===== config.mk =====
export PLATFORM = sky130hd
export DESIGN_NAME = uart_rx_fifo_flat
export DESIGN_NICKNAME = d
export VERILOG_FILES = /design/src/rtl/uart_rx_fifo_pkg.sv /design/src/rtl/uart_rx_fifo_if.sv /design/src/rtl/uart_rx_fifo_mem.sv /design/src/rtl/uart_rx_fifo.sv /design/src/flat_wrapper.sv
export SDC_FILE = /design/constraint.sdc
export NUM_CORES = 1
export LEC_CHECK = 0
export ABC_AREA = 1
export CELL_PAD_IN_SITES_DETAIL_PLACEMENT = 1
export CELL_PAD_IN_SITES_GLOBAL_PLACEMENT = 2
export CORE_UTILIZATION = 38
export CTS_BUF_LIST = sky130_fd_sc_hd__clkbuf_8
export CTS_CLUSTER_DIAMETER = 60
export DETAILED_ROUTE_END_ITERATION = 7
export PLACE_DENSITY = 0.82
export SLEW_MARGIN = 5
export SYNTH_ARGS = -nofsm -noshare
export SYNTH_HDL_FRONTEND = slang
export SYNTH_SLANG_ARGS = --single-unit

===== constraint.sdc =====
create_clock -name clk -period 2.7 [get_ports clk]
set_input_delay 0.675 -clock clk [delete_from_list [all_inputs] [get_ports clk]]
set_output_delay 0.675 -clock clk [all_outputs]
set_load 0.01 [all_outputs]

===== src/rtl/uart_rx_fifo_pkg.sv =====
// Register map, CTRL bit positions and register layouts for the UART receive FIFO window.
// Shared by the RTL; firmware headers mirror these offsets and bit positions.
package uart_rx_fifo_pkg;

    localparam logic [1:0] REG_DATA   = 2'd0;
    localparam logic [1:0] REG_STATUS = 2'd1;
    localparam logic [1:0] REG_CTRL   = 2'd2;

    localparam int CTRL_FLUSH_BIT   = 0;
    localparam int CTRL_CLR_OVF_BIT = 1;
    localparam int CTRL_IRQ_EN_BIT  = 2;

    typedef struct packed {
        logic [15:0] rsvd_hi;
        logic [7:0]  count;
        logic [4:0]  rsvd_lo;
        logic        overflow;
        logic        full;
        logic        empty;
    } status_t;

    typedef struct packed {
        logic [15:0] rsvd_hi;
        logic [7:0]  threshold;
        logic [4:0]  rsvd_lo;
        logic        irq_en;
        logic [1:0]  rsvd_cmd;
    } ctrl_t;

    // A zero threshold behaves as 1 so an empty FIFO never requests service.
    function automatic logic [7:0] thr_eff(input logic [7:0] thr);
        return (thr == 8'd0) ? 8'd1 : thr;
    endfunction

endpackage


===== src/rtl/uart_rx_fifo_if.sv =====
// buart ingress handshake plus CPU register-window signals for uart_rx_fifo.
// master = buart/CPU side, slave = the FIFO block.
interface uart_rx_fifo_if;
    logic [7:0]  rx_data;
    logic        rx_valid;
    logic        rx_ack;
    logic        select;
    logic        rd;
    logic [3:0]  wr;
    logic [1:0]  addr;
    logic [31:0] data_in;
    logic [31:0] data_out;
    logic        interrupt;

    modport master (
        output rx_data, rx_valid, select, rd, wr, addr, data_in,
        input  rx_ack, data_out, interrupt
    );

    modport slave (
        input  rx_data, rx_valid, select, rd, wr, addr, data_in,
        output rx_ack, data_out, interrupt
    );
endinterface


===== src/rtl/uart_rx_fifo_mem.sv =====
// 2^AW x DW register-file storage: synchronous write, asynchronous head read.
// No flow control here; the owner guarantees writes only land in free slots.
module sync_fifo_mem #(
    parameter int AW = 4,
    parameter int DW = 8
) (
    input  logic          i_clk,
    input  logic          i_we,
    input  logic [AW-1:0] i_waddr,
    input  logic [DW-1:0] i_wdata,
    input  logic [AW-1:0] i_raddr,
    output logic [DW-1:0] o_rdata
);
    logic [DW-1:0] r_mem [0:(1<<AW)-1];

    always_ff @(posedge i_clk) begin
        if (i_we) r_mem[i_waddr] <= i_wdata;
    end

    assign o_rdata = r_mem[i_raddr];
endmodule


===== src/rtl/uart_rx_fifo.sv =====
// Drains buart bytes into a FIFO read by the CPU; push 1 edge after rx_valid, read data 1 cycle after strobe.
// No backpressure to buart: a byte arriving while full is acked and dropped, setting overflow.
module uart_rx_fifo
    import uart_rx_fifo_pkg::*;
#(
    parameter int DEPTH_LOG2 = 4
) (
    input  logic          clk,
    input  logic          reset,
    uart_rx_fifo_if.slave bus
);
    localparam logic [0:0]            S_IDLE   = 1'b0;
    localparam logic [0:0]            S_DRAIN  = 1'b1;
    localparam logic [DEPTH_LOG2:0]   FULL_CNT = {1'b1, {DEPTH_LOG2{1'b0}}};

    logic [0:0]            r_state;
    logic                  r_rx_ack;
    logic [DEPTH_LOG2-1:0] r_wptr, r_rptr;
    logic [DEPTH_LOG2:0]   r_count;
    logic                  r_overflow, r_irq_en;
    logic [7:0]            r_threshold;
    logic [31:0]           r_data_out;

    logic        w_empty, w_full, w_take, w_rd, w_pop, w_push;
    logic        w_ctrl_wr, w_flush, w_clr_ovf, w_ovf_set;
    logic [7:0]  w_head;
    logic [8:0]  w_cnt9, w_thr9;
    logic [31:0] w_rd_mux;
    status_t     w_status;
    ctrl_t       w_ctrl;
    logic        w_unused;

    assign w_empty   = (r_count == '0);
    assign w_full    = (r_count == FULL_CNT);
    assign w_take    = (r_state == S_IDLE) && bus.rx_valid;
    assign w_rd      = bus.select && bus.rd;
    assign w_pop     = w_rd && (bus.addr == REG_DATA) && !w_empty;
    assign w_ctrl_wr = bus.select && (bus.addr == REG_CTRL) && bus.wr[0];
    assign w_flush   = w_ctrl_wr && bus.data_in[CTRL_FLUSH_BIT];
    assign w_clr_ovf = w_ctrl_wr && bus.data_in[CTRL_CLR_OVF_BIT];
    // A concurrent pop frees the slot, so a full FIFO still accepts the byte.
    assign w_push    = w_take && !w_flush && (!w_full || w_pop);
    assign w_ovf_set = w_take && !w_flush && w_full && !w_pop;

    sync_fifo_mem #(.AW(DEPTH_LOG2), .DW(8)) u_mem (
        .i_clk   (clk),
        .i_we    (w_push),
        .i_waddr (r_wptr),
        .i_wdata (bus.rx_data),
        .i_raddr (r_rptr),
        .o_rdata (w_head)
    );

    always_ff @(posedge clk or posedge reset) begin
        if (reset) begin
            r_state  <= S_IDLE;
            r_rx_ack <= 1'b0;
        end else begin
            r_rx_ack <= w_take;
            case (r_state)
                S_IDLE:  if (bus.rx_valid)  r_state <= S_DRAIN;
                default: if (!bus.rx_valid) r_state <= S_IDLE;
            endcase
        end
    end

    always_ff @(posedge clk or posedge reset) begin
        if (reset) begin
            r_wptr  <= '0;
            r_rptr  <= '0;
            r_count <= '0;
        end else if (w_flush) begin
            r_wptr  <= '0;
            r_rptr  <= '0;
            r_count <= '0;
        end else begin
            if (w_push) r_wptr <= r_wptr + 1'b1;
            if (w_pop)  r_rptr <= r_rptr + 1'b1;
            case ({w_push, w_pop})
                2'b10:   r_count <= r_count + 1'b1;
                2'b01:   r_count <= r_count - 1'b1;
                default: r_count <= r_count;
            endcase
        end
    end

    always_ff @(posedge clk or posedge reset) begin
        if (reset) begin
            r_overflow  <= 1'b0;
            r_irq_en    <= 1'b0;
            r_threshold <= 8'd1;
        end else begin
            if (w_ovf_set)      r_overflow <= 1'b1;
            else if (w_clr_ovf) r_overflow <= 1'b0;
            if (w_ctrl_wr) r_irq_en <= bus.data_in[CTRL_IRQ_EN_BIT];
            if (bus.select && (bus.addr == REG_CTRL) && bus.wr[1])
                r_threshold <= bus.data_in[15:8];
        end
    end

    always_comb begin
        w_status          = '0;
        w_status.count    = 8'(r_count);
        w_status.overflow = r_overflow;
        w_status.full     = w_full;
        w_status.empty    = w_empty;
        w_ctrl            = '0;
        w_ctrl.threshold  = r_threshold;
        w_ctrl.irq_en     = r_irq_en;
        w_rd_mux          = '0;
        case (bus.addr)
            REG_DATA:   if (!w_empty) w_rd_mux = {23'b0, 1'b1, w_head};
            REG_STATUS: w_rd_mux = w_status;
            REG_CTRL:   w_rd_mux = w_ctrl;
            default:    w_rd_mux = '0;
        endcase
    end

    always_ff @(posedge clk or posedge reset) begin
        if (reset)     r_data_out <= '0;
        else if (w_rd) r_data_out <= w_rd_mux;
    end

    assign w_cnt9 = 9'(r_count);
    assign w_thr9 = {1'b0, thr_eff(r_threshold)};

    assign bus.rx_ack    = r_rx_ack;
    assign bus.data_out  = r_data_out;
    assign bus.interrupt = r_irq_en && ((w_cnt9 >= w_thr9) || r_overflow);

    assign w_unused = ^{bus.data_in[31:16], bus.data_in[7:3], bus.wr[3:2]};
endmodule


===== src/flat_wrapper.sv =====
// flat-port wrapper written by rule: the top's interface ports become plain ports
module uart_rx_fifo_flat import uart_rx_fifo_pkg::*;
#(
    parameter int DEPTH_LOG2 = 4
)
  (clk, reset, bus_rx_data, bus_rx_valid, bus_select, bus_rd, bus_wr, bus_addr, bus_data_in, bus_rx_ack, bus_data_out, bus_interrupt);
  uart_rx_fifo_if bus_i ();
  input  logic clk;
  input  logic reset;
  input wire logic [$bits(bus_i.rx_data)-1:0] bus_rx_data;
  input wire logic [$bits(bus_i.rx_valid)-1:0] bus_rx_valid;
  input wire logic [$bits(bus_i.select)-1:0] bus_select;
  input wire logic [$bits(bus_i.rd)-1:0] bus_rd;
  input wire logic [$bits(bus_i.wr)-1:0] bus_wr;
  input wire logic [$bits(bus_i.addr)-1:0] bus_addr;
  input wire logic [$bits(bus_i.data_in)-1:0] bus_data_in;
  output wire logic [$bits(bus_i.rx_ack)-1:0] bus_rx_ack;
  output wire logic [$bits(bus_i.data_out)-1:0] bus_data_out;
  output wire logic [$bits(bus_i.interrupt)-1:0] bus_interrupt;
  assign bus_i.rx_data = bus_rx_data;
  assign bus_i.rx_valid = bus_rx_valid;
  assign bus_i.select = bus_select;
  assign bus_i.rd = bus_rd;
  assign bus_i.wr = bus_wr;
  assign bus_i.addr = bus_addr;
  assign bus_i.data_in = bus_data_in;
  assign bus_rx_ack = bus_i.rx_ack;
  assign bus_data_out = bus_i.data_out;
  assign bus_interrupt = bus_i.interrupt;
  uart_rx_fifo #(.DEPTH_LOG2(DEPTH_LOG2)) u_core (.clk(clk), .reset(reset), .bus(bus_i));
endmodule

# Yosys cells after proc, flatten, opt, wreduce, memory -nomap -nowiden
# Memories as Yosys holds them, arrays and structs flattened.
# Cells that the tools add are included.
# word_totals
regBits,57
ramBits,128
inputBits,51
out_inout_bits,34
wordCells,62
mem_count,1
# mem_list
memory,depth,word_bits,read_ports,rd_ports_with_merged_regs,wr,line,rtl
u_core.u_mem.r_mem,16,8,1,0,1,uart_rx_fifo_mem.sv:14,logic [DW-1:0] r_mem [0:(1<<AW)-1];
# classes
add_sub_neg,4
n_lt_le_gt_ge,1
eq_ne,5
mux,14
bitwise_logic,1
n_reduce_logical,27
# ops
operator,n
$pmux 16 s3,1
$mux 4,4
$logic_and 1x1->1,14
$pmux 5 s2,1
$mux 9,1
$add 4x1->4 const B,2
$ge 5x8->1,1
$logic_not 8->1,1
$mux 8,1
$reduce_bool 2->1,3
$add 5x1->5 const B,1
$eq 5x5->1 const B,1
$logic_not 5->1,1
$mux 1,5
$mux 5,1
$sub 5x1->5 const B,1
$eq 2x1->1 const B,2
$eq 2x2->1 const B,2
$logic_not 1->1,4
$reduce_bool 3->1,1
$logic_not 2->1,1
$logic_or 1x1->1,2
$not 1->1,1

# Longest topological paths before layout
# Gate-level depths: netlist of the first run.
# depth
depth_word,10
mapped_depth,13
depth_no_buf,13

# Hierarchy
# Synthesis of the first run repeated with hierarchy kept, for this count alone.
# unflattened
hier_cells,797
area_unflattened_um2,7850.0
# modules_own_cells
mod,instances,cells_each,area_per_inst_um2,seq_area_each_um2
sync_fifo_mem,1,543,5606.6,3843.7
uart_rx_fifo,1,254,2243.4,1027.2

# Worst setup path before layout of the first run
# OpenSTA, ideal clock, no wires.
# synth_path
path_type,input to register
start,in bus_addr[1]
end,reg u_core.r_count[4]
arrival_time_ps,2293
slack_ps,281
cell_stages,12
path_buffers,0
path_cell_list,inv_2 nor2_4 nand4_4 nand2_1 inv_1 nand2_2 ha_1 inv_1 fa_1 o21ai_0 xor2_1 o22ai_1
# synth_via
elab_chain_len,10
elab_cells_between_ends,16
# synth_rtl
element,line,rtl
from (decl),flat_wrapper.sv:15,input wire logic [$bits(bus_i.addr)-1:0] bus_addr;
$eq 2x2->1,uart_rx_fifo.sv:38,assign w_ctrl_wr = bus.select && (bus.addr == REG_CTRL) && bus.wr[0];
$logic_and 1x1->1 (2 in series),uart_rx_fifo.sv:38,
$logic_and 1x1->1,uart_rx_fifo.sv:39,assign w_flush = w_ctrl_wr && bus.data_in[CTRL_FLUSH_BIT];
$logic_not 1->1,uart_rx_fifo.sv:42,assign w_push = w_take && !w_flush && (!w_full || w_pop);
$logic_and 1x1->1 (2 in series),uart_rx_fifo.sv:42,
$eq 2x1->1 / $eq 2x2->1 (equally long branches),uart_rx_fifo.sv:79,"case ({w_push, w_pop})"
$pmux 5 s2,uart_rx_fifo.sv:79,
$mux 5,uart_rx_fifo.sv:72,end else if (w_flush) begin
to (signal assigned),uart_rx_fifo.sv:80,2'b10: r_count <= r_count + 1'b1;
to (signal assigned),uart_rx_fifo.sv:81,2'b01: r_count <= r_count - 1'b1;
to (signal assigned),uart_rx_fifo.sv:82,default: r_count <= r_count;
to (decl),uart_rx_fifo.sv:19,logic [DEPTH_LOG2:0] r_count;
# Parallel ways exist; a longest one is shown, timed or not.
# A chain may end at the register's enable or synchronous reset.

# Final worst setup path of the first run
# layout_path
start,reg u_core.r_threshold[6]
end,out bus_interrupt
# layout_via
elab_chain_len,5
# layout_rtl
element,line,rtl
from (decl),uart_rx_fifo.sv:21,logic [7:0] r_threshold;
from (signal assigned),uart_rx_fifo.sv:97,r_threshold <= bus.data_in[15:8];
$logic_not 8->1,uart_rx_fifo_pkg.sv:32,return (thr == 8'd0) ? 8'd1 : thr;
$mux 8 *,uart_rx_fifo_pkg.sv:32,
$ge 5x8->1 *,uart_rx_fifo.sv:129,assign bus.interrupt = r_irq_en && ((w_cnt9 >= w_thr9) || r_overflow);
$logic_or 1x1->1 *,uart_rx_fifo.sv:129,
$logic_and 1x1->1 *,uart_rx_fifo.sv:129,
to (decl),flat_wrapper.sv:19,output wire logic [$bits(bus_i.interrupt)-1:0] bus_interrupt;
# Mark *: on every way between the ends. The rest lies on a longest branch, timed or not.

==> results of run 1 <==
path summary, 6_finish.rpt:
| path | from | endpoint | slack [ns] | cells after the start |
|---|---|---|---|---|
| max | u_core.r_threshold[6] | bus_interrupt | -0.17 | 14 |
| min | u_core.bus.data_out[6] | u_core.bus.data_out[6] | 0.49 | 2 |
| max reg2reg | u_core.r_count[4] | u_core.r_count[4] | 0.24 | 13 |
| min reg2reg | u_core.bus.data_out[6] | u_core.bus.data_out[6] | 0.49 | 2 |
| max in group asynchronous | reset | u_core.r_threshold[0] | 1.87 | 3 |
| min in group asynchronous | reset | u_core.r_state | 0.56 | 3 |
Yosys cell counts, types with 8 or more instances:
| cell type | n |
|---|---|
| o22ai_1 | 8 |
| nor2_1 | 66 |
| buf_4 | 24 |
| ha_1 | 14 |
| dfrtp_1 | 40 |
| nand2_1 | 181 |
| nand3_1 | 49 |
| inv_1 | 50 |
| a21oi_1 | 23 |
| edfxtp_1 | 128 |
| o21ai_1 | 16 |
| o21ai_0 | 32 |
layout by cell type, fill, tap and decap left out, types with 19 or more instances in the layout:
cell type | netlist | layout
o21ai_1 | 16 | 19
buf_4 | 24 | 46
inv_1 | 50 | 46
clkdlybuf4s50_1 | 0 | 44
edfxtp_1 | 128 | 128
dfrtp_1 | 40 | 39
nand2_1 | 181 | 180
a21oi_1 | 23 | 22
o21ai_0 | 32 | 29
nand3_1 | 49 | 47
nor2_1 | 66 | 66
per-layer routing:
| layer | global-route usage (%) | routed length, microns | part of all wire, % | vias up |
|---|---|---|---|---|
| li1 | - | - | - | 2503 |
| met1 | 25.4 | 8380 | 44 | 2642 |
| met2 | 35.7 | 10100 | 52 | 92 |
| met3 | 3.50 | 570 | 3.0 | 17 |
| met4 | 6.23 | 228 | 1.2 | 0 |
| met5 | 0 | 0 | 0 | - |
worst min-delay path, stage by stage (launching register included):
cell,delay [ns]
dfrtp_1,0.35
nand2_1,0.06
nand2_1,0.05
state kept, by name (all words and copies together), names as in the netlist:
signal / flops
u_core.r_overflow: 1
u_core.r_irq_en: 1
u_core.bus.rx_ack: 1
u_core.bus.data_out: 16
u_core.u_mem.r_mem: 128
u_core.r_rptr: 4
u_core.r_state: 1
u_core.r_threshold: 8
u_core.r_count: 5
u_core.r_wptr: 4
repair_timing:
item                                    in CTS  in global routing
setup buffers                                1                  0
gates resized for setup                     14                  4
pin swaps                                    3                  3
endpoints found under the setup margin       1                  2
cells by family (layout without fill, tap and decap cells):
logic type	Yosys count	count (layout)	synth area share (%)
AO/OA/AOI/OAI	91	91	6.63
XOR/XNOR	6	6	0.700
adder cells (fa/ha/maj)	15	15	2.60
buffers and inverters	100	184	7.02
flip-flops	169	169	64.9
other	1	16	0.0499
AND/OR/NAND/NOR	318	318	18.1
per-stage QoR:
stage	setup slack (ns)	area, sq um	std cells
6_report	-0.174	8800	1064
2_1_floorplan	0.281	7560	715
3_3_place_gp	-0.251	8430	1032
5_1_grt	-0.354	8800	1064
4_1_cts	-0.291	8800	1064
3_5_place_dp	-0.341	8430	1032
report_power, final:
| part | switching [mW] | internal, mW |
|---|---|---|
| logic | 1.63 | 0.863 |
| registers | 0.211 | 3.05 |
| clock network | 0.913 | 0.710 |
| total | 2.75 | 4.62 |
cell type report:
class                           count  area (sq um)  area share, %
Sequential cell                   169          4870           55.4
Tap cell                          265           332           3.77
Inverter                           60           233           2.64
Multi-Input combinational cell    446          2190           24.9
Clock buffer                       17           234           2.66
Clock inverter                     14           108           1.22
Timing Repair Buffer               93           831           9.44
==> flow_metrics.tcl, run 1 <==
set metrics [dict create \
    crit_buf_inv 5 \
    peakVddDrop_mv 0.326 \
    crit_chain "inv_2 > nand2_2 > inv_2 > nand3_2 > o41ai_2 > ha_2 > inv_2 > a21oi_2 > o21ai_1 > nand2_1 > nand3_2 > o21ai_1 > inv_1 > buf_2" \
    setup_viol 1 \
    yosys_warnings 0 \
    netlist_area_sq_um 7510 \
    start_kind "register" \
    dieArea_sq_um 20300 \
    powerDensity_nw_per_um2 838 \
    drtIter0Drc 381 \
    grt_pass1_vias 5614 \
    p_leak_nw 3.60 \
    grt_use_total_pct 20.3 \
    utilization_pct 45.4 \
    period_needed_ns 2.87 \
    final_hold_viol_count 0 \
    io-pin-count 85 \
    routedWlPerCell_microns 18.1 \
    rows 51 \
    critPathCaptureType "output pin" \
    h-tree-depth 4 \
    synth-edff-count 128 \
    drive_gt1_share_pct 14.3 \
    cpPeakStageDelay_ns 0.39 \
    seq_area_frac_synth_pct 64.9 \
    grt_max_degree 69 \
    fillers 2186 \
    routed_wirelength_mm 19.2 \
    avgSynthCellArea_sq_um 10.7 \
    fmax_mhz 348 \
    ys_top_cells_by_area "edfxtp_1 (51%), dfrtp_1 (13%), nand2_1 (9.0%), nor2_1 (3.3%), nand3_1 (3.3%)" \
    firstDrtPassIters 4 \
    ant_nets 0 \
    synth_largest_area_cell "edfxtp_1" \
    violations "setup timing" \
    insertedDiodeCount 0 \
    cts_buffers 17 \
    vias 5254 \
    core-area_sq_um 19400 \
    max-cap-violations 0 \
    start_util_pct 38.7 \
    cp.arrival_ns 2.20 \
    async_reset_ff_share_pct 24.3 \
    relSlewSlack_pct 55.6 \
    grt_pass1_wl_mm 30.3 \
    drc 0 \
    ys_ff_latch 169 \
    status "finished, violations left" \
    synth_cells 700 \
    synth_flop_cell "edfxtp_1" \
    fin_skew_ns 0.0133 \
    cp_top_family "compound AO/OA/AOI/OAI gates" \
    cts_tree "built" \
    synth_top_area_share_pct 51.2 \
    syn2layout_area_growth_pct 17.2 \
    tightest_slew_ns 0.664 \
    path_clk_slew_ns 0.09 \
    setup_slack_ns -0.174 \
    grt_overflow 0 \
    insertion_delay_ns 0.47 \
    chipHeight_microns 143 \
    die_x_microns 143 \
    cts_hold_buf 0 \
    ys_types 34 \
    critPathKind "register to output pin" \
    gp_congestion 0.807 \
    whs_ns 0.487 \
    detail_route.vias_per_cell 4.94 \
    slowest_stage "dfrtp_1" \
    drv_slew 0 \
    cts_root_buffer "clkbuf_8" \
    tns_ns -0.174 \
    power_mw 7.38 \
    min_period_over_period_pct 106 \
    rsz0062_at_grt "yes" \
    worst_path_most_repeated_cell "inv_2" \
    antenna_found_initial 0 \
    hp-class "register to register" \
    worstPathMaxFanout 2 \
    nets 853 \
    io_buffers 45 \
    crit_required_ns 2.03 \
    cts_sinks 169 \
    hpwl_mm 13.3 \
    cts.path.max_buffers 2 \
]
Note: power is estimated with default switching activity, not from simulation.
==> run 2, diff against run 1 <==
Settings changed: GPL_ROUTABILITY_DRIVEN set to 0.
==> results of run 2 <==
Final layout, timing and power as in run 1 (identical DEF).
==> run 3, diff against run 2 <==
Settings changed: CORE_UTILIZATION 38 to 30, CTS_CLUSTER_DIAMETER 60 to unset, PLACE_DENSITY 0.82 to 0.67.
==> run 3 against run 2 <==
Against the previous run: the run still ends with setup timing left; final cell count is 5.5% higher; flip-flop and latch count stayed put; via count is 1.4% lower; routed wire length is 1.5% higher; maximum frequency is 3.7% lower; cell area is 1.5% higher; first-iteration DRC count is 33% lower; non-clock buffer count is 1 lower; total power is 2.3% higher; critical path depth stayed put; sequential share of layout area is 0.81 points lower; critical path type unchanged; critical endpoint unchanged.
==> flow_metrics.tcl, run 3 (synthesized netlist as in run 1, its figures left out) <==
set metrics [dict create \
    cts_root_buffer "clkbuf_8" \
    crit_chain "inv_2 > nand2_2 > inv_2 > nand3_2 > o41ai_4 > ha_2 > inv_2 > a21oi_2 > o21ai_1 > nand2_1 > nand3_2 > o21ai_2 > inv_1 > buf_2" \
    worst_path_most_repeated_cell "inv_2" \
    grt_use_total_pct 16.0 \
    cts_sinks 169 \
    powerDensity_nw_per_um2 845 \
    rsz0062_at_grt "yes" \
    max-cap-violations 0 \
    insertedDiodeCount 0 \
    start_kind "register" \
    cp_top_family "compound AO/OA/AOI/OAI gates" \
    path_clk_slew_ns 0.09 \
    drc 0 \
    detail_route.vias_per_cell 4.61 \
    cts_tree "built" \
    crit_buf_inv 5 \
    crit_required_ns 2.03 \
    routedWlPerCell_microns 17.4 \
    fin_skew_ns 0.0132 \
    place_area_sq_um 8480 \
    layout_commonest_cell "nand2_1" \
    min_period_over_period_pct 111 \
    cts.path.max_buffers 2 \
    grt_max_degree 70 \
    setup_viol 1 \
    critPathKind "register to output pin" \
    cp.arrival_ns 2.31 \
    violations "setup timing" \
    hpwl_mm 13.7 \
    whs_ns 0.456 \
    chipHeight_microns 160 \
    die_x_microns 160 \
    vias 5182 \
    core-area_sq_um 24500 \
    critPathCaptureType "output pin" \
    insertion_delay_ns 0.46 \
    regArea_sq_um 4870 \
    io-pin-count 85 \
    drv_slew 0 \
    design_area_sq_um 8930 \
    status "finished, violations left" \
    h-tree-depth 4 \
    fillers 2747 \
    drtIter0Drc 257 \
    cpPeakStageDelay_ns 0.38 \
    fmax_mhz 335 \
    firstDrtPassIters 4 \
    start_util_pct 30.7 \
    cts_hold_buf 0 \
    antenna_found_initial 0 \
    multi_input_area_sq_um 2210 \
    tightest_slew_ns 0.751 \
    largest_register "u_core.u_mem.r_mem" \
    ant_nets 0 \
    peakVddDrop_mv 0.346 \
    rows 57 \
    utilization_pct 36.5 \
    slowest_stage "dfrtp_1" \
    setup_slack_ns -0.284 \
    drive_gt1_share_pct 14.9 \
    dieArea_sq_um 25700 \
    grt_pass1_wl_mm 31.0 \
    period_needed_ns 2.98 \
    tns_ns -0.284 \
    final_cell_mix "nand2_1 (180), edfxtp_1 (128), nor2_1 (66)" \
    io_buffers 45 \
    syn2layout_area_growth_pct 19.0 \
    grt_pass1_vias 5559 \
    routed_wirelength_mm 19.5 \
    largest_reg_flops 128 \
    p_leak_nw 3.62 \
    cts_buffers 17 \
    final_hold_viol_count 0 \
    place_ws_ns -0.364 \
    grt_overflow 0 \
    nets 852 \
    worstPathMaxFanout 2 \
    relSlewSlack_pct 50.0 \
    hp-class "primary input to asynchronous set/reset pin" \
]
## run 3: changes by cell type in the layout (fill, tap and decap cells not counted), moves of 2 or more
| cell | change |
|---|---|
| clkinv_1 | -3 |
| inv_6 | +2 |
| inv_8 | +3 |
| clkinv_2 | -3 |
| clkinv_4 | -2 |
| clkinvlp_4 | +3 |
## run 3: final timing paths
check,to,slack (ns),startpoint,depth (start not counted)
min in group clk,u_core.bus.data_out[1],0.49,u_core.bus.data_out[1],2
max in group asynchronous,u_core.r_threshold[0],1.53,reset,3
max,bus_interrupt,-0.28,u_core.r_threshold[7],14
min reg2reg,u_core.bus.data_out[1],0.49,u_core.bus.data_out[1],2
min,u_core.r_wptr[2],0.46,reset,2
max reg2reg,u_core.r_count[4],0.27,u_core.r_count[1],13
## run 3: power by group
| group | total, mW | internal [mW] | leakage [nW] | switching, mW |
|---|---|---|---|---|
| combinational | 2.42 | 0.843 | 1.75 | 1.58 |
| clock | 1.84 | 0.844 | 0.198 | 0.991 |
| sequential | 3.29 | 3.05 | 1.66 | 0.235 |
| total | 7.55 | 4.74 | 3.62 | 2.81 |
## run 3: area by class of cell
cell class                      instances  area share [%]
Inverter                               60            2.61
Clock buffer                           17            2.62
Clock inverter                         15            1.86
Sequential cell                       169            54.5
Tap cell                              324            4.54
Timing Repair Buffer                   92            9.08
Multi-Input combinational cell        446            24.8
## run 3: worst register-to-register path, stage by stage, from the launching register on
cell and delay [ns]:
dfrtp_1 0.45, inv_2 0.13, nand4_1 0.15, nand2_1 0.11
inv_2 0.04, nand2_1 0.15, nand2_2 0.09, nand2_2 0.08
ha_2 0.21, inv_1 0.07, fa_1 0.40, o21ai_1 0.20
xor2_1 0.16, o22ai_1 0.08
## run 3: layer usage
layer | up-vias | global-route usage, % | wire (microns) | part of all wire, %
li1 | 2502 | - | - | -
met1 | 2579 | 20.9 | 8900 | 46
met2 | 85 | 26.9 | 9730 | 50
met3 | 16 | 2.78 | 594 | 3.0
met4 | 0 | 5.11 | 304 | 1.6
met5 | - | 0 | 0 | 0
## run 3: what timing repair did
action,4_1_cts,5_1_grt
endpoints found under the setup margin,1,2
resized for setup,14,7
pin swaps,3,3
hold endpoints to repair,0,0
buffers inserted,1,1
## run 3: through the flow
stage,total power [mW],cells
floorplan,4.90,715
global placement,5.70,1089
detailed placement,5.78,1089
CTS,7.64,1122
global route,8.07,1123
finish,7.55,1123
==> patch 1, RTL diff (settings of run 2) <==
Put a register stage on the output `bus.interrupt`. The value now appears one clock later.
--- a/src/rtl/uart_rx_fifo.sv
+++ b/src/rtl/uart_rx_fifo.sv
@@ -126,7 +126,9 @@
 
     assign bus.rx_ack    = r_rx_ack;
     assign bus.data_out  = r_data_out;
-    assign bus.interrupt = r_irq_en && ((w_cnt9 >= w_thr9) || r_overflow);
+    always_ff @(posedge clk) begin
+        bus.interrupt <= r_irq_en && ((w_cnt9 >= w_thr9) || r_overflow);
+    end
 
     assign w_unused = ^{bus.data_in[31:16], bus.data_in[7:3], bus.wr[3:2]};
 endmodule
Function: changed (a bounded check fails within 4 cycles, from zero or initial values and one cycle with reset high).
==> patch 1 against run 2 <==
- worst setup slack improved by 0.34 ns
- area after synthesis rose by 0.52%
- routed wire length rose by 0.20%
- cell area fell by 0.30%
- clock skew fell by 0.0029 ns
- sequential cell count rose by 1
- sequential share of layout area rose by 0.39 points
- power rose by 2.7%
==> patch 1: results (changes against run 2) <==
[status]
status = finished clean

[clocking]
post_cts_resized = 0  ; -14
postCtsSetupBuffers = 0  ; -1
cts_buffers = 17  ; unchanged
clk_latency_ns = 0.48
h-tree-depth = 4  ; unchanged
clk_path_buf_depth = 2  ; unchanged
cts-root-buf = clkbuf_8
path_clk_slew_ns = 0.09  ; about the same

[power_and_ir_drop]
peakVddDrop_uv = 396  ; +22%
leakage_nw = 3.59  ; -0.35%

[synth]
netlist_top_cells_count = nand2_1 (178), edfxtp_1 (128), nor2_1 (63)
muxShareOfSynthArea = 0  ; unchanged
yosys-top-cells-area = edfxtp_1 (51%), dfrtp_1 (13%), nand2_1 (8.9%)
synthDistinctLibCells = 37  ; +8.8%
ys_seq_area_frac = 0.648  ; -0.000681
synth-adder-area-share = 0.0259  ; -0.000134
async_flop_share = 0.241  ; -0.00143
synth_xor_area_frac = 0.00696  ; -0.0000360
synth_edf_count = 128  ; unchanged
synth_compound_area_frac = 0.0607  ; -0.00565
syn_inst = 702  ; +0.29%
yosys_warnings = 0  ; unchanged

[sta]
skew_ns = 0.0104  ; -0.00287 ns
max_slew_margin = 0.422  ; -0.134

[placed_design]
hpwlAfterDp_um = 13100  ; -1.5%
dpl_worst_slack_ns = -0.298  ; +0.0432 ns
port_buffers = 45  ; unchanged
place_area_mm2 = 0.00837  ; -0.76%
dp_cells = 1025  ; -0.68%

[routing]
dr.pass1.iters = 5  ; +1
first_iter_violations = 255  ; -33%
routed_via_density = 5.01  ; +1.4%
avgRoutedWirePerCell_um = 18.2  ; +0.86%

[finish]
fillCellCount = 2152  ; -1.6%
n_antenna_cell = 0  ; unchanged
multi_input_area_mm2 = 0.00216  ; -1.5%
drive_above_1_share = 0.124  ; -0.0189
stdcell_count = 1057  ; -0.66%
largest_register_ffs = 128  ; unchanged
finalNetCount = 845  ; -0.94%

[critical_path]
path_max_fanout = 5  ; +3
worstPathArrival_ns = 2.89  ; +0.69 ns
path_delay_family = buffers and inverters
critPathSlowestCell = clkdlybuf4s50_1
critical-path-max-stage-delay_ns = 0.50  ; +0.11 ns

[global_route]
grt_usage = 0.200  ; -0.00250
grt_max_degree = 72  ; +4.3%
antenna_found_initial = 0  ; unchanged
grt_pass1_vias = 5568  ; -0.82%
grt_pass1_wl_um = 29900  ; -1.2%

[worst_hold_path]
hold_path_class = reg -> reg

[patch 1: changes by cell type in the layout (fill, tap and decap cells not counted), moves of 3 or more]
cell	before	now
clkinv_2	5	2
nor2_1	66	63
o21ai_0	29	24
inv_6	2	9
nand3_1	47	60
buf_4	46	39
clkinv_1	4	1
inv_1	46	49
nand4_1	6	9
nand3_2	9	2
[patch 1: layer usage]
layer,part of all wire,wire (um),global-route usage,up-vias
met5,0,0,0,-
li1,-,-,-,2497
met1,0.42,8050,0.230,2660
met2,0.53,10200,0.364,106
met4,0.021,404,0.0911,0
met3,0.033,631,0.0329,32
[patch 1: layout make-up]
| type | count | share of cell area |
|---|---|---|
| Sequential cell | 170 | 0.557 |
| Inverter | 62 | 0.0275 |
| Multi-Input combinational cell | 444 | 0.246 |
| Clock inverter | 15 | 0.0198 |
| Timing Repair Buffer | 84 | 0.0847 |
| Clock buffer | 17 | 0.0267 |
| Tap cell | 265 | 0.0378 |
[patch 1: final timing paths]
| path | cells past startpoint | end | from | slack, ns |
|---|---|---|---|---|
| max | 13 | u_core.r_count[4] | bus_addr[1] | 0.17 |
| min reg2reg | 2 | u_core.bus.data_out[13] | u_core.bus.data_out[13] | 0.50 |
| max reg2reg | 13 | u_core.r_count[4] | u_core.r_count[1] | 0.23 |
| min in group asynchronous | 2 | u_core.r_wptr[3] | reset | 0.57 |
| min | 2 | u_core.bus.data_out[13] | u_core.bus.data_out[13] | 0.50 |
| max in group asynchronous | 3 | u_core.r_count[4] | reset | 1.54 |
[patch 1: power by group]
part / internal, mW / switching [mW]
combinational: 0.806 / 1.64
sequential: 3.07 / 0.191
clock: 0.858 / 1.01
total: 4.73 / 2.84
==> patch 2, RTL diff (flow settings as in run 2) <==
Made on the original files. `DEPTH_LOG2` is set to 4 in 2 places; all go to 3.
--- a/src/rtl/uart_rx_fifo.sv
+++ b/src/rtl/uart_rx_fifo.sv
@@ -3,7 +3,7 @@
 module uart_rx_fifo
     import uart_rx_fifo_pkg::*;
 #(
-    parameter int DEPTH_LOG2 = 4
+    parameter int DEPTH_LOG2 = 3
 ) (
     input  logic          clk,
     input  logic          reset,
--- a/src/flat_wrapper.sv
+++ b/src/flat_wrapper.sv
@@ -1,7 +1,7 @@
 // flat-port wrapper written by rule: the top's interface ports become plain ports
 module uart_rx_fifo_flat import uart_rx_fifo_pkg::*;
 #(
-    parameter int DEPTH_LOG2 = 4
+    parameter int DEPTH_LOG2 = 3
 )
   (clk, reset, bus_rx_data, bus_rx_valid, bus_select, bus_rd, bus_wr, bus_addr, bus_data_in, bus_rx_ack, bus_data_out, bus_interrupt);
   uart_rx_fifo_if bus_i ();
Check against the original RTL: no difference found for any inputs over 4 cycles, from zero or initial values and one cycle with reset high; that may be too few to reach the edited logic, so the function may still have changed.
==> patch 2 against run 2 <==
- the flow finishes with violations (design-rule violations, negative setup slack)
- area after synthesis shrank 39%
- routed wire length shrank 42%
- combinational power shrank 37%
- non-clock buffer count shrank 4
- cell area shrank 35%
- sequential cell count shrank 67
- power shrank 37%
- worst setup slack gained 0.055 ns
- register-to-register slack gained 0.17 ns
- critical endpoint unchanged
- highest routed layer unchanged
==> patch 2: results (changes against run 2) <==
[placed_design]
port_buffers = 45  ; unchanged
hpwlAfterDp_um = 8000  ; -40%

[synth]
synth_edf_count = 64  ; -50%
ys_seq_area_frac = 0.623  ; -0.0254
synthDistinctLibCells = 35  ; +2.9%
yosys_warnings = 0  ; unchanged
netlist_top_cells_count = nand2_1 (87), edfxtp_1 (64), nor2_1 (53)
synth-main-ff-cell = edfxtp_1
yosys-top-cells-area = edfxtp_1 (42%), dfrtp_1 (20%), nand2_1 (7.1%)
async_flop_share = 0.373  ; +0.130

[routing]
vias = 3350  ; -36%
routed_wl_um = 11200  ; -42%
first_iter_violations = 150  ; -61%
dr.pass1.iters = 6  ; +2
drc_errors = 6  ; +6

[global_route]
grt_usage = 0.197  ; -0.00558
grt_pass1_wl_um = 18600  ; -39%
antenna_found_initial = 0  ; unchanged
grt_max_degree = 39  ; -43%
grt_pass1_vias = 3587  ; -36%

[critical_path]
worstPathArrival_ns = 2.14  ; -0.06 ns
critical-path-max-stage-delay_ns = 0.40
path_delay_family = simple AND/OR/NAND/NOR gates
path_max_fanout = 2  ; unchanged

[finish]
multi_input_gates = 282  ; -37%
clk_share = 0.0375  ; -0.00135
n_antenna_cell = 0  ; unchanged
multi_input_area_share = 0.254  ; +0.00462
nFlopsAndLatches = 102  ; -40%
drive_above_1_share = 0.146  ; +0.00362
largest_register_ffs = 64  ; -50%
inverters = 51  ; -15%
signal_buffers = 89  ; -4.3%
fillCellCount = 1307  ; -40%
sh_seq_area = 0.506  ; -0.0475
finalNetCount = 596  ; -30%
buffer_area_frac = 0.137  ; +0.0422

[clocking]
postCtsSetupBuffers = 0  ; -1
h-tree-depth = 3  ; -1
clk_latency_ns = 0.38  ; -0.09 ns
cts-root-buf = clkbuf_8
cts_buffers = 9  ; -8
clk_path_buf_depth = 2  ; unchanged
postCtsHoldBufs = 0  ; unchanged
path_clk_slew_ns = 0.10

[power_and_ir_drop]
leakage_nw = 2.47  ; -31%
peakVddDrop_uv = 381  ; +17%

[sta]
setup_ws_ns = -0.119  ; +0.0548 ns
skew_ns = 0.0124  ; -0.000957 ns
max_slew.worst_pin.slew_ns = 0.598  ; -0.0661 ns
fin_tns_setup_ns = -0.119  ; +0.0548 ns
setup_viol = 1  ; unchanged

[worst_hold_path]
hold_path_class = reg -> reg

[status]
status = complete, but fails checks
violations = design-rule violations, negative setup slack

[job]
cap_violations = 0  ; unchanged

patch 2: changes by cell type in the layout (fill, tap and decap cells not counted), moves of 6 or more:
cell / before / now
inv_2: 10 / 2
nor2_1: 66 / 53
nand2_1: 180 / 87
a21oi_1: 22 / 11
nand3_1: 47 / 32
edfxtp_1: 128 / 64
nand3_2: 9 / 1
o21ai_1: 19 / 2
o22ai_1: 8 / 2
clkbuf_8: 17 / 9
o211ai_1: 4 / 11
patch 2: final timing paths:
kind / depth (start not counted) / endpoint / from / slack (ns)
worst max register to register: 12 / u_core.r_count[3] / u_core.r_count[0] / 0.41
min in group asynchronous: 3 / u_core.bus.data_out[0] / reset / 0.74
worst min-delay path: 2 / u_core.bus.data_out[1] / u_core.bus.data_out[1] / 0.49
max in group asynchronous: 3 / u_core.r_count[3] / reset / 1.59
worst max-delay path: 13 / bus_interrupt / u_core.r_threshold[4] / -0.12
worst min register to register: 2 / u_core.bus.data_out[1] / u_core.bus.data_out[1] / 0.49
patch 2: report_power, final:
| part | internal (mW) | switching (mW) | total [mW] |
|---|---|---|---|
| combinational | 0.617 | 0.957 | 1.57 |
| sequential | 1.88 | 0.118 | 2.00 |
| clock | 0.520 | 0.539 | 1.06 |
patch 2: worst register-to-register path: cells and delay by family, from the launching register on:
family                   cells  cell delay (ns)
buffers and inverters        2             0.32
flip-flops                   1             0.39
XOR/XNOR                     1             0.13
adder cells (fa/ha/maj)      2             0.58
AO/OA/AOI/OAI                2             0.23
AND/OR/NAND/NOR              5             0.53
patch 2: per-layer routing:
layer  vias to the layer above  share of wire  track usage
met5                         -              0            0
li1                       1631              -            -
met4                         0          0.017       0.0773
met3                        12          0.022       0.0324
met1                      1667           0.47        0.258
met2                        40           0.49        0.329
patch 2: what timing repair did:
action,4_1_cts,5_1_grt
resized for setup,11,1
endpoints found under the setup margin,1,1
pin swaps,4,4
patch 2: cells by family (layout without fill, tap and decap cells):
| kind of cell | after synthesis | in the layout | synth area share |
|---|---|---|---|
| adder cells (fa/ha/maj) | 10 | 10 | 0.0288 |
| multiplexers | 1 | 1 | 0.00244 |
| AND/OR/NAND/NOR | 187 | 187 | 0.178 |
| XOR/XNOR | 4 | 4 | 0.00760 |
| AO/OA/AOI/OAI | 64 | 64 | 0.0779 |
| other | 1 | 16 | 0.000813 |
| flip-flops | 102 | 102 | 0.623 |
| buffers and inverters | 80 | 156 | 0.0809 |
patch 2: per-stage QoR:
step	setup slack [ns]	util	area, um2	instances	power (mW)
4_1_cts	-0.185	0.488	5670	683	4.70
3_5_place_dp	-0.157	0.469	5450	667	3.62
3_3_place_gp	-0.121	0.469	5450	667	3.54
5_1_grt	-0.306	0.489	5680	683	4.95
6_report	-0.119	0.489	5680	683	4.63
2_1_floorplan	0.458	-	4670	464	2.97
